File: src/rtl/board_lock_clear_if.sv
// Request/response bundle for the playfield state holder.
// master: piece decoder / control side (drives cells, geometry, requests, read address)
// slave : board_lock_clear (returns status pulses, collision, line count, read data)
interface board_lock_clear_if;
  logic       Clr_Board;
  logic [7:0] Cur_1;
  logic [7:0] Cur_2;
  logic [7:0] Cur_3;
  logic [7:0] Cur_4;
  logic [3:0] Pos_X;
  logic [4:0] Pos_Y;
  logic [2:0] Width;
  logic [2:0] Height;
  logic       Check_Req;
  logic       Lock_Req;
  logic       Busy;
  logic       Check_Done;
  logic       Collide;
  logic       Lock_Done;
  logic [2:0] Lines_Cleared;
  logic       Top_Out;
  logic [7:0] Rd_Addr;
  logic       Rd_Data;

  modport master (
    output Clr_Board, Cur_1, Cur_2, Cur_3, Cur_4, Pos_X, Pos_Y, Width, Height,
           Check_Req, Lock_Req, Rd_Addr,
    input  Busy, Check_Done, Collide, Lock_Done, Lines_Cleared, Top_Out, Rd_Data
  );

  modport slave (
    input  Clr_Board, Cur_1, Cur_2, Cur_3, Cur_4, Pos_X, Pos_Y, Width, Height,
           Check_Req, Lock_Req, Rd_Addr,
    output Busy, Check_Done, Collide, Lock_Done, Lines_Cleared, Top_Out, Rd_Data
  );
endinterface

File: src/rtl/board_lock_clear.sv
// Playfield state holder: answers collision queries, locks landed pieces,
// then scans bottom-up and clears full rows by shifting upper rows down.
// Ports:
//   Clk, Rst : clock and synchronous active-high reset
//   bus      : board_lock_clear_if.slave (cells, geometry, Check/Lock requests,
//              status pulses, Collide, Lines_Cleared, Top_Out, display read port)
module board_lock_clear #(
  parameter int unsigned BLOCKS_WIDE = 14,
  parameter int unsigned BLOCKS_HIGH = 18,
  parameter logic [7:0]  EMPTY_CELL  = 8'hFF
) (
  input  logic               Clk,
  input  logic               Rst,
  board_lock_clear_if.slave  bus
);

  localparam int unsigned NCELLS  = BLOCKS_WIDE * BLOCKS_HIGH;
  localparam int unsigned ROW_W   = 5;
  localparam int unsigned CNT_W   = 3;
  localparam int unsigned CNT_MAX = 4;
  localparam int unsigned BND_W   = 6;

  typedef enum logic [2:0] {IDLE, CHECK, LOCK, SCAN, SHIFT, DONE} state_e;

  // Row-major storage: bit c of row r is cell r*BLOCKS_WIDE+c in the flattened view
  logic [BLOCKS_HIGH-1:0][BLOCKS_WIDE-1:0] board_q, board_d;
  state_e                                  state_q, state_d;
  logic [ROW_W-1:0]                        row_q, row_d;
  logic [ROW_W-1:0]                        k_q, k_d;
  logic [CNT_W-1:0]                        cnt_q, cnt_d;
  logic [3:0][7:0]                         cells_q, cells_d;
  logic                                    busy_q, busy_d;
  logic                                    check_done_q, check_done_d;
  logic                                    collide_q, collide_d;
  logic                                    lock_done_q, lock_done_d;
  logic [CNT_W-1:0]                        lines_q, lines_d;
  logic                                    top_out_q, top_out_d;

  logic [3:0][7:0] cur_in;
  logic [255:0]    cell_vec;
  logic [255:0]    lock_vec;
  logic [BND_W-1:0] x_end_c, y_end_c;
  logic            hit_c;
  logic            collide_c;
  logic            shift_end_c;

  assign cur_in = {bus.Cur_4, bus.Cur_3, bus.Cur_2, bus.Cur_1};

  // Zero-padded flat view: indices 252..255 always read as empty
  assign cell_vec = 256'(board_q);

  // Collision against live inputs; the board is stable while IDLE so the
  // answer can be registered on the accepting edge
  always_comb begin
    x_end_c = BND_W'(bus.Pos_X) + BND_W'(bus.Width);
    y_end_c = BND_W'(bus.Pos_Y) + BND_W'(bus.Height);
    hit_c   = 1'b0;
    for (int i = 0; i < 4; i++) begin
      if (cur_in[i] != EMPTY_CELL && cell_vec[cur_in[i]]) hit_c = 1'b1;
    end
    collide_c = (bus.Width != 3'd0) &&
                ((x_end_c > BND_W'(BLOCKS_WIDE)) ||
                 (y_end_c > BND_W'(BLOCKS_HIGH)) || hit_c);
  end

  // Next-state and output computation
  always_comb begin
    board_d      = board_q;
    state_d      = state_q;
    row_d        = row_q;
    k_d          = k_q;
    cnt_d        = cnt_q;
    cells_d      = cells_q;
    check_done_d = 1'b0;
    collide_d    = collide_q;
    lock_done_d  = 1'b0;
    lines_d      = lines_q;
    top_out_d    = top_out_q;
    lock_vec     = cell_vec;
    shift_end_c  = 1'b0;

    case (state_q)
      IDLE: begin
        // Lock has priority; a simultaneous check is dropped
        if (bus.Lock_Req) begin
          cells_d = cur_in;
          state_d = LOCK;
        end else if (bus.Check_Req) begin
          cells_d      = cur_in;
          collide_d    = collide_c;
          check_done_d = 1'b1;
          state_d      = CHECK;
        end
      end
      CHECK: state_d = IDLE;
      LOCK: begin
        for (int i = 0; i < 4; i++) begin
          if (cells_q[i] < 8'(NCELLS)) lock_vec[cells_q[i]] = 1'b1;
        end
        board_d = lock_vec[NCELLS-1:0];
        cnt_d   = '0;
        row_d   = ROW_W'(BLOCKS_HIGH - 1);
        state_d = SCAN;
      end
      SCAN: begin
        if (&board_q[row_q]) begin
          k_d     = row_q;
          state_d = SHIFT;
        end else if (row_q == '0) begin
          lock_done_d = 1'b1;
          lines_d     = cnt_q;
          top_out_d   = top_out_q | (|board_q[0]);
          state_d     = DONE;
        end else begin
          row_d = row_q - ROW_W'(1);
        end
      end
      SHIFT: begin
        if (k_q == '0) begin
          board_d[0]  = '0;
          shift_end_c = 1'b1;
        end else begin
          board_d[k_q] = board_q[k_q - ROW_W'(1)];
          if (k_q == ROW_W'(1)) begin
            board_d[0]  = '0;
            shift_end_c = 1'b1;
          end else begin
            k_d = k_q - ROW_W'(1);
          end
        end
        // Rescan the same row: the collapsed row above may also be full
        if (shift_end_c) begin
          if (cnt_q != CNT_W'(CNT_MAX)) cnt_d = cnt_q + CNT_W'(1);
          state_d = SCAN;
        end
      end
      DONE:    state_d = IDLE;
      default: state_d = IDLE;
    endcase

    busy_d = (state_d != IDLE);
  end

  // State and output registers; wipe aborts any operation in flight
  always_ff @(posedge Clk) begin
    if (Rst || bus.Clr_Board) begin
      board_q      <= '0;
      state_q      <= IDLE;
      row_q        <= '0;
      k_q          <= '0;
      cnt_q        <= '0;
      cells_q      <= '0;
      busy_q       <= 1'b0;
      check_done_q <= 1'b0;
      collide_q    <= 1'b0;
      lock_done_q  <= 1'b0;
      lines_q      <= '0;
      top_out_q    <= 1'b0;
    end else begin
      board_q      <= board_d;
      state_q      <= state_d;
      row_q        <= row_d;
      k_q          <= k_d;
      cnt_q        <= cnt_d;
      cells_q      <= cells_d;
      busy_q       <= busy_d;
      check_done_q <= check_done_d;
      collide_q    <= collide_d;
      lock_done_q  <= lock_done_d;
      lines_q      <= lines_d;
      top_out_q    <= top_out_d;
    end
  end

  assign bus.Busy          = busy_q;
  assign bus.Check_Done    = check_done_q;
  assign bus.Collide       = collide_q;
  assign bus.Lock_Done     = lock_done_q;
  assign bus.Lines_Cleared = lines_q;
  assign bus.Top_Out       = top_out_q;
  assign bus.Rd_Data       = cell_vec[bus.Rd_Addr];

endmodule

File: src/flat_wrapper.sv
// flat-port wrapper written by rule: the top's interface ports become plain ports
module board_lock_clear_flat 
#(
  parameter int unsigned BLOCKS_WIDE = 14,
  parameter int unsigned BLOCKS_HIGH = 18,
  parameter logic [7:0]  EMPTY_CELL  = 8'hFF
)
  (Clk, Rst, bus_Clr_Board, bus_Cur_1, bus_Cur_2, bus_Cur_3, bus_Cur_4, bus_Pos_X, bus_Pos_Y, bus_Width, bus_Height, bus_Check_Req, bus_Lock_Req, bus_Rd_Addr, bus_Busy, bus_Check_Done, bus_Collide, bus_Lock_Done, bus_Lines_Cleared, bus_Top_Out, bus_Rd_Data);
  board_lock_clear_if bus_i ();
  input  logic Clk;
  input  logic Rst;
  input wire logic [$bits(bus_i.Clr_Board)-1:0] bus_Clr_Board;
  input wire logic [$bits(bus_i.Cur_1)-1:0] bus_Cur_1;
  input wire logic [$bits(bus_i.Cur_2)-1:0] bus_Cur_2;
  input wire logic [$bits(bus_i.Cur_3)-1:0] bus_Cur_3;
  input wire logic [$bits(bus_i.Cur_4)-1:0] bus_Cur_4;
  input wire logic [$bits(bus_i.Pos_X)-1:0] bus_Pos_X;
  input wire logic [$bits(bus_i.Pos_Y)-1:0] bus_Pos_Y;
  input wire logic [$bits(bus_i.Width)-1:0] bus_Width;
  input wire logic [$bits(bus_i.Height)-1:0] bus_Height;
  input wire logic [$bits(bus_i.Check_Req)-1:0] bus_Check_Req;
  input wire logic [$bits(bus_i.Lock_Req)-1:0] bus_Lock_Req;
  input wire logic [$bits(bus_i.Rd_Addr)-1:0] bus_Rd_Addr;
  output wire logic [$bits(bus_i.Busy)-1:0] bus_Busy;
  output wire logic [$bits(bus_i.Check_Done)-1:0] bus_Check_Done;
  output wire logic [$bits(bus_i.Collide)-1:0] bus_Collide;
  output wire logic [$bits(bus_i.Lock_Done)-1:0] bus_Lock_Done;
  output wire logic [$bits(bus_i.Lines_Cleared)-1:0] bus_Lines_Cleared;
  output wire logic [$bits(bus_i.Top_Out)-1:0] bus_Top_Out;
  output wire logic [$bits(bus_i.Rd_Data)-1:0] bus_Rd_Data;
  assign bus_i.Clr_Board = bus_Clr_Board;
  assign bus_i.Cur_1 = bus_Cur_1;
  assign bus_i.Cur_2 = bus_Cur_2;
  assign bus_i.Cur_3 = bus_Cur_3;
  assign bus_i.Cur_4 = bus_Cur_4;
  assign bus_i.Pos_X = bus_Pos_X;
  assign bus_i.Pos_Y = bus_Pos_Y;
  assign bus_i.Width = bus_Width;
  assign bus_i.Height = bus_Height;
  assign bus_i.Check_Req = bus_Check_Req;
  assign bus_i.Lock_Req = bus_Lock_Req;
  assign bus_i.Rd_Addr = bus_Rd_Addr;
  assign bus_Busy = bus_i.Busy;
  assign bus_Check_Done = bus_i.Check_Done;
  assign bus_Collide = bus_i.Collide;
  assign bus_Lock_Done = bus_i.Lock_Done;
  assign bus_Lines_Cleared = bus_i.Lines_Cleared;
  assign bus_Top_Out = bus_i.Top_Out;
  assign bus_Rd_Data = bus_i.Rd_Data;
  board_lock_clear #(.BLOCKS_WIDE(BLOCKS_WIDE), .BLOCKS_HIGH(BLOCKS_HIGH), .EMPTY_CELL(EMPTY_CELL)) u_core (.Clk(Clk), .Rst(Rst), .bus(bus_i));
endmodule
File: config.mk
export PLATFORM = sky130hd
export DESIGN_NAME = board_lock_clear_flat
export DESIGN_NICKNAME = d
export VERILOG_FILES = /design/src/rtl/board_lock_clear_if.sv /design/src/rtl/board_lock_clear.sv /design/src/flat_wrapper.sv
export SDC_FILE = /design/constraint.sdc
export NUM_CORES = 2
export LEC_CHECK = 0
export CAP_MARGIN = 40
export CELL_PAD_IN_SITES_DETAIL_PLACEMENT = 2
export CELL_PAD_IN_SITES_GLOBAL_PLACEMENT = 2
export CORE_ASPECT_RATIO = 0.5
export CORE_MARGIN = 3
export CORE_UTILIZATION = 30
export CTS_BUF_LIST = sky130_fd_sc_hd__clkbuf_4
export DETAILED_ROUTE_END_ITERATION = 7
export PLACE_DENSITY_LB_ADDON = 0.1
export SLEW_MARGIN = 20
export SYNTH_ARGS = -nofsm -noshare
export SYNTH_HDL_FRONTEND = slang
export SYNTH_SLANG_ARGS = --single-unit
File: constraint.sdc
create_clock -name Clk -period 6.5 [get_ports Clk]
set_clock_uncertainty 0.15 [all_clocks]
set_input_delay 0.65 -clock Clk [delete_from_list [all_inputs] [get_ports Clk]]
set_output_delay 0.65 -clock Clk [all_outputs]
set_load 0.02 [all_outputs]
==> qor.yml <==
finalInstanceArea_sq_um: 37800
cts_tree: "built"
path_max_fanout: 9
clk_pin_slew_worst_paths_ns: 0.09
r2r-start: "u_core.k_q[0]$_SDFFE_PP0P_"
drv_slew: 0
timing_hold_violations_final: 0
io_pins: 69
vias: 44188
cpPeakStageDelay_ns: 0.62
first_global_vias: 40824
min_period_ns: 5.12
p_switching_uw: 1980
reg2reg_to: "u_core.board_q[95]$_SDFFE_PP0P_"
power.density_nw_per_um2: 133
initial_core_util_pct: 30.5
p_leak_uw: 0.0121
clock-sinks: 308
die-area_sq_um: 112000
post-cts-setup-buffers: 0
cp_cell_sequence: "mux4_2, mux4_2, mux4_2, mux4_2, clkdlybuf4s50_1"
synth_cell_type_count: 72
insertion_delay_ns: 1.10
die_w_microns: 470
async_flop_share_pct: 0
clk_path_buf_depth: 3
dp_hpwl_microns: 228000
ff_latch_area_sq_um: 6170
path_class: "reg -> out"
yosys_warnings: 0
yosysSeqAreaShare_pct: 19.1
cap_violations: 0
peakVddDrop_v: 0.000211
finalSetupTns_ns: 0
wl_per_cell_microns: 55.9
cts-hold-fix-buffers: 0
ant_nets: 0
cp-start-kind: "flop"
ys_ff_latch: 308
fillers: 11768
cts_max_level: 3
final_nets: 3946
ys.flop_type: "dfxtp_1"
clkPwrFrac_pct: 39.7
grt_pass1_wl_microns: 392000
syn-instance-count: 3712
die_h_microns: 238
pwr-share-seq_pct: 39.1
cts_buffers: 84
final-setup-viol-count: 0
tightest_slew_ns: 1.31
place.port_buffers: 68
reg2reg_depth: 11
rows: 84
multiInputGateArea_sq_um: 24900
avgViaCountPerCell: 8.23
min_from: "Rst"
violations: "design-rule violations"
status: "complete, but fails checks"
initialDrtViolationCount: 9172
synthesis.area_sq_um: 32300
area_delta_synth_final_pct: 16.9
max_slew_margin_pct: 12.9
min_to: "u_core.bus.Top_Out$_SDFFE_PP0P_"
drc: 33
synth_area_per_cell_sq_um: 8.71
drt_first_pass_iters: 8
grt_max_degree: 142
totalWireLength_microns: 300000
cp_slowest_cell: "dfxtp_1"
core_sq_um: 106000
grtUsageTotal_pct: 51.6
internal_power_uw: 3060
combPwrFrac_pct: 21.2
cp-end-kind: "output port"
path_buf_inv: 1
holdPathStages: 3
crit_arrival_ns: 4.32
postPlaceCellArea_sq_um: 36400
antenna_found_initial: 48
r2r_setup_slack_ns: 1.81
gp_congestion: 1.15
cp.required_ns: 5.70
hold_class: "in -> reg"
max_freq_mhz: 195
rsz0062_at_grt: "no"
fin_crit_sh_pct: 78.8
synth_edf_count: 0
clockRootBuffer: "clkbuf_4"
crit_path_frequent_cell: "mux4_2"
crit_family: "multiplexers"
power_uw: 5040
overflow: 0
power_switching_share_pct: 39.4
drive_above_1_share_pct: 25.8
cts_resized: 0
synth_nets: 3787
-- cells in the mapped netlist, types with 9 or more instances --
cell type	count	share of area [%]
and3_1	17	0.33
nor4_1	18	0.35
mux2i_1	130	4.0
a221o_1	14	0.43
nor3_1	128	2.0
nand3_1	78	1.2
a22o_1	11	0.30
o2111ai_1	9	0.24
o22ai_1	262	5.1
buf_4	17	0.39
ha_1	13	0.50
buf_2	63	0.98
o21ai_0	185	2.9
mux4_2	370	26
nand4_1	55	1.1
o221ai_1	49	1.3
a21oi_1	360	5.6
nor2_1	262	3.0
buf_1	27	0.31
nand3b_1	13	0.30
o211ai_1	41	0.95
a31oi_1	37	0.72
a211oi_1	48	1.1
o31ai_1	12	0.28
nor2b_1	49	0.95
nand2_1	283	3.3
mux2_2	22	0.77
nand2b_1	40	0.77
a22oi_1	158	3.7
dfxtp_1	308	19
a21o_1	14	0.33
a221oi_1	164	4.4
clkbuf_1	286	3.3
o211a_1	30	0.93
inv_1	15	0.17
-- power by group through the flow --
stage / Sequential [uW] / Clock [uW] / Combinational (uW)
finish: 1970 / 2000 / 1070
global route: 1970 / 2070 / 1060
CTS: 1960 / 1990 / 991
global placement: 2010 / 0 / 963
detailed placement: 2010 / 0 / 988
floorplan: 1970 / 0 / 525
-- area by class of cell --
type	instances	area share [%]
tap	1419	4.70
inverter	18	0.179
multi-input combinational	2993	65.8
clock buffer	113	2.24
sequential	308	16.3
antenna	23	0.152
timing repair buffer	466	10.1
clock inverter	32	0.520
-- routing by layer --
layer  vias to the layer above  track usage [%]  share of wire [%]
li1                      15594                -                  -
met1                     22977             67.8                 39
met2                      4774             62.3                 35
met3                       809             38.6                 21
met4                        34             17.7                4.2
met5                         -             4.39               0.38
-- flip-flops by register name (all words and copies together) (netlist names) --
register / flops
u_core.board_q: 252
u_core.cells_q: 32
u_core.k_q: 5
u_core.row_q: 5
u_core.bus.Lines_Cleared: 3
u_core.cnt_q: 3
u_core.state_q: 3
u_core.bus.Busy: 1
u_core.bus.Check_Done: 1
u_core.bus.Collide: 1
u_core.bus.Lock_Done: 1
u_core.bus.Top_Out: 1
-- cell families (layout without fill, tap and decap cells) --
logic type                 Yosys count  count (layout)  share of synthesized area, %
other                                0              23                             0
muxes                              522             522                          30.6
xor gates and xnor gates            10              10                         0.271
and+or+nand+nor                    990             990                          14.4
adders and majority gates           15              15                         0.627
DFF                                308             308                          19.1
AOI/OAI and AO/OA                 1456            1456                          29.9
buffers and inverters              411             629                          5.21
-- per-stage QoR --
step / cells / hold WS, ns / setup WS, ns / util (%)
4_1_cts: 5315 / 0.249 / 1.37 / 35.4
3_5_place_dp: 5170 / 0.328 / 1.37 / 34.4
3_3_place_gp: 5101 / 0.309 / 1.43 / 33.8
6_report: 5372 / 0.287 / 1.38 / 35.7
5_1_grt: 5356 / 0.329 / 1.26 / 35.7
2_1_floorplan: 3712 / 0.334 / 1.95 / -
-- worst register-to-register path: stages, from the launching register on --
cell and delay, ns:
dfxtp_4 0.59, inv_1 0.18, ha_4 0.74, buf_4 0.44, mux4_2 0.55, mux2i_1 0.48
nand2_1 0.19, a31oi_2 0.21, buf_4 0.47, o22ai_1 0.23, a22oi_1 0.22, nor2_1 0.07
-- layout by cell type (no fill, tap or decap), types with 49 or more instances in the layout --
cell type	count
mux2i_1	130
clkbuf_4	113
a21oi_1	360
mux4_2	370
nor3_1	109
a22oi_1	158
buf_4	329
nor2b_1	49
nor2_1	234
a221oi_1	164
o21ai_0	184
nand2_1	283
dfxtp_1	307
nand3_1	78
nand4_1	55
o221ai_1	49
clkdlybuf4s50_1	56
o22ai_1	262
-- how the worst max path moves through the flow --
stage	start	slack, ns	depth (start not counted)	endpoint
CTS	u_core.board_q[223]$_SDFFE_PP0P_	1.37	6	bus_Rd_Data
global route	bus_Rd_Addr[0]	1.26	7	bus_Rd_Data
floorplan	u_core.k_q[0]$_SDFFE_PP0P_	1.95	16	u_core.board_q[97]$_SDFFE_PP0P_
detailed placement	bus_Rd_Addr[0]	1.37	7	bus_Rd_Data
global placement	bus_Rd_Addr[0]	1.43	7	bus_Rd_Data
finish	u_core.board_q[103]$_SDFFE_PP0P_	1.38	5	bus_Rd_Data
Power figures use the tool's default switching activity.
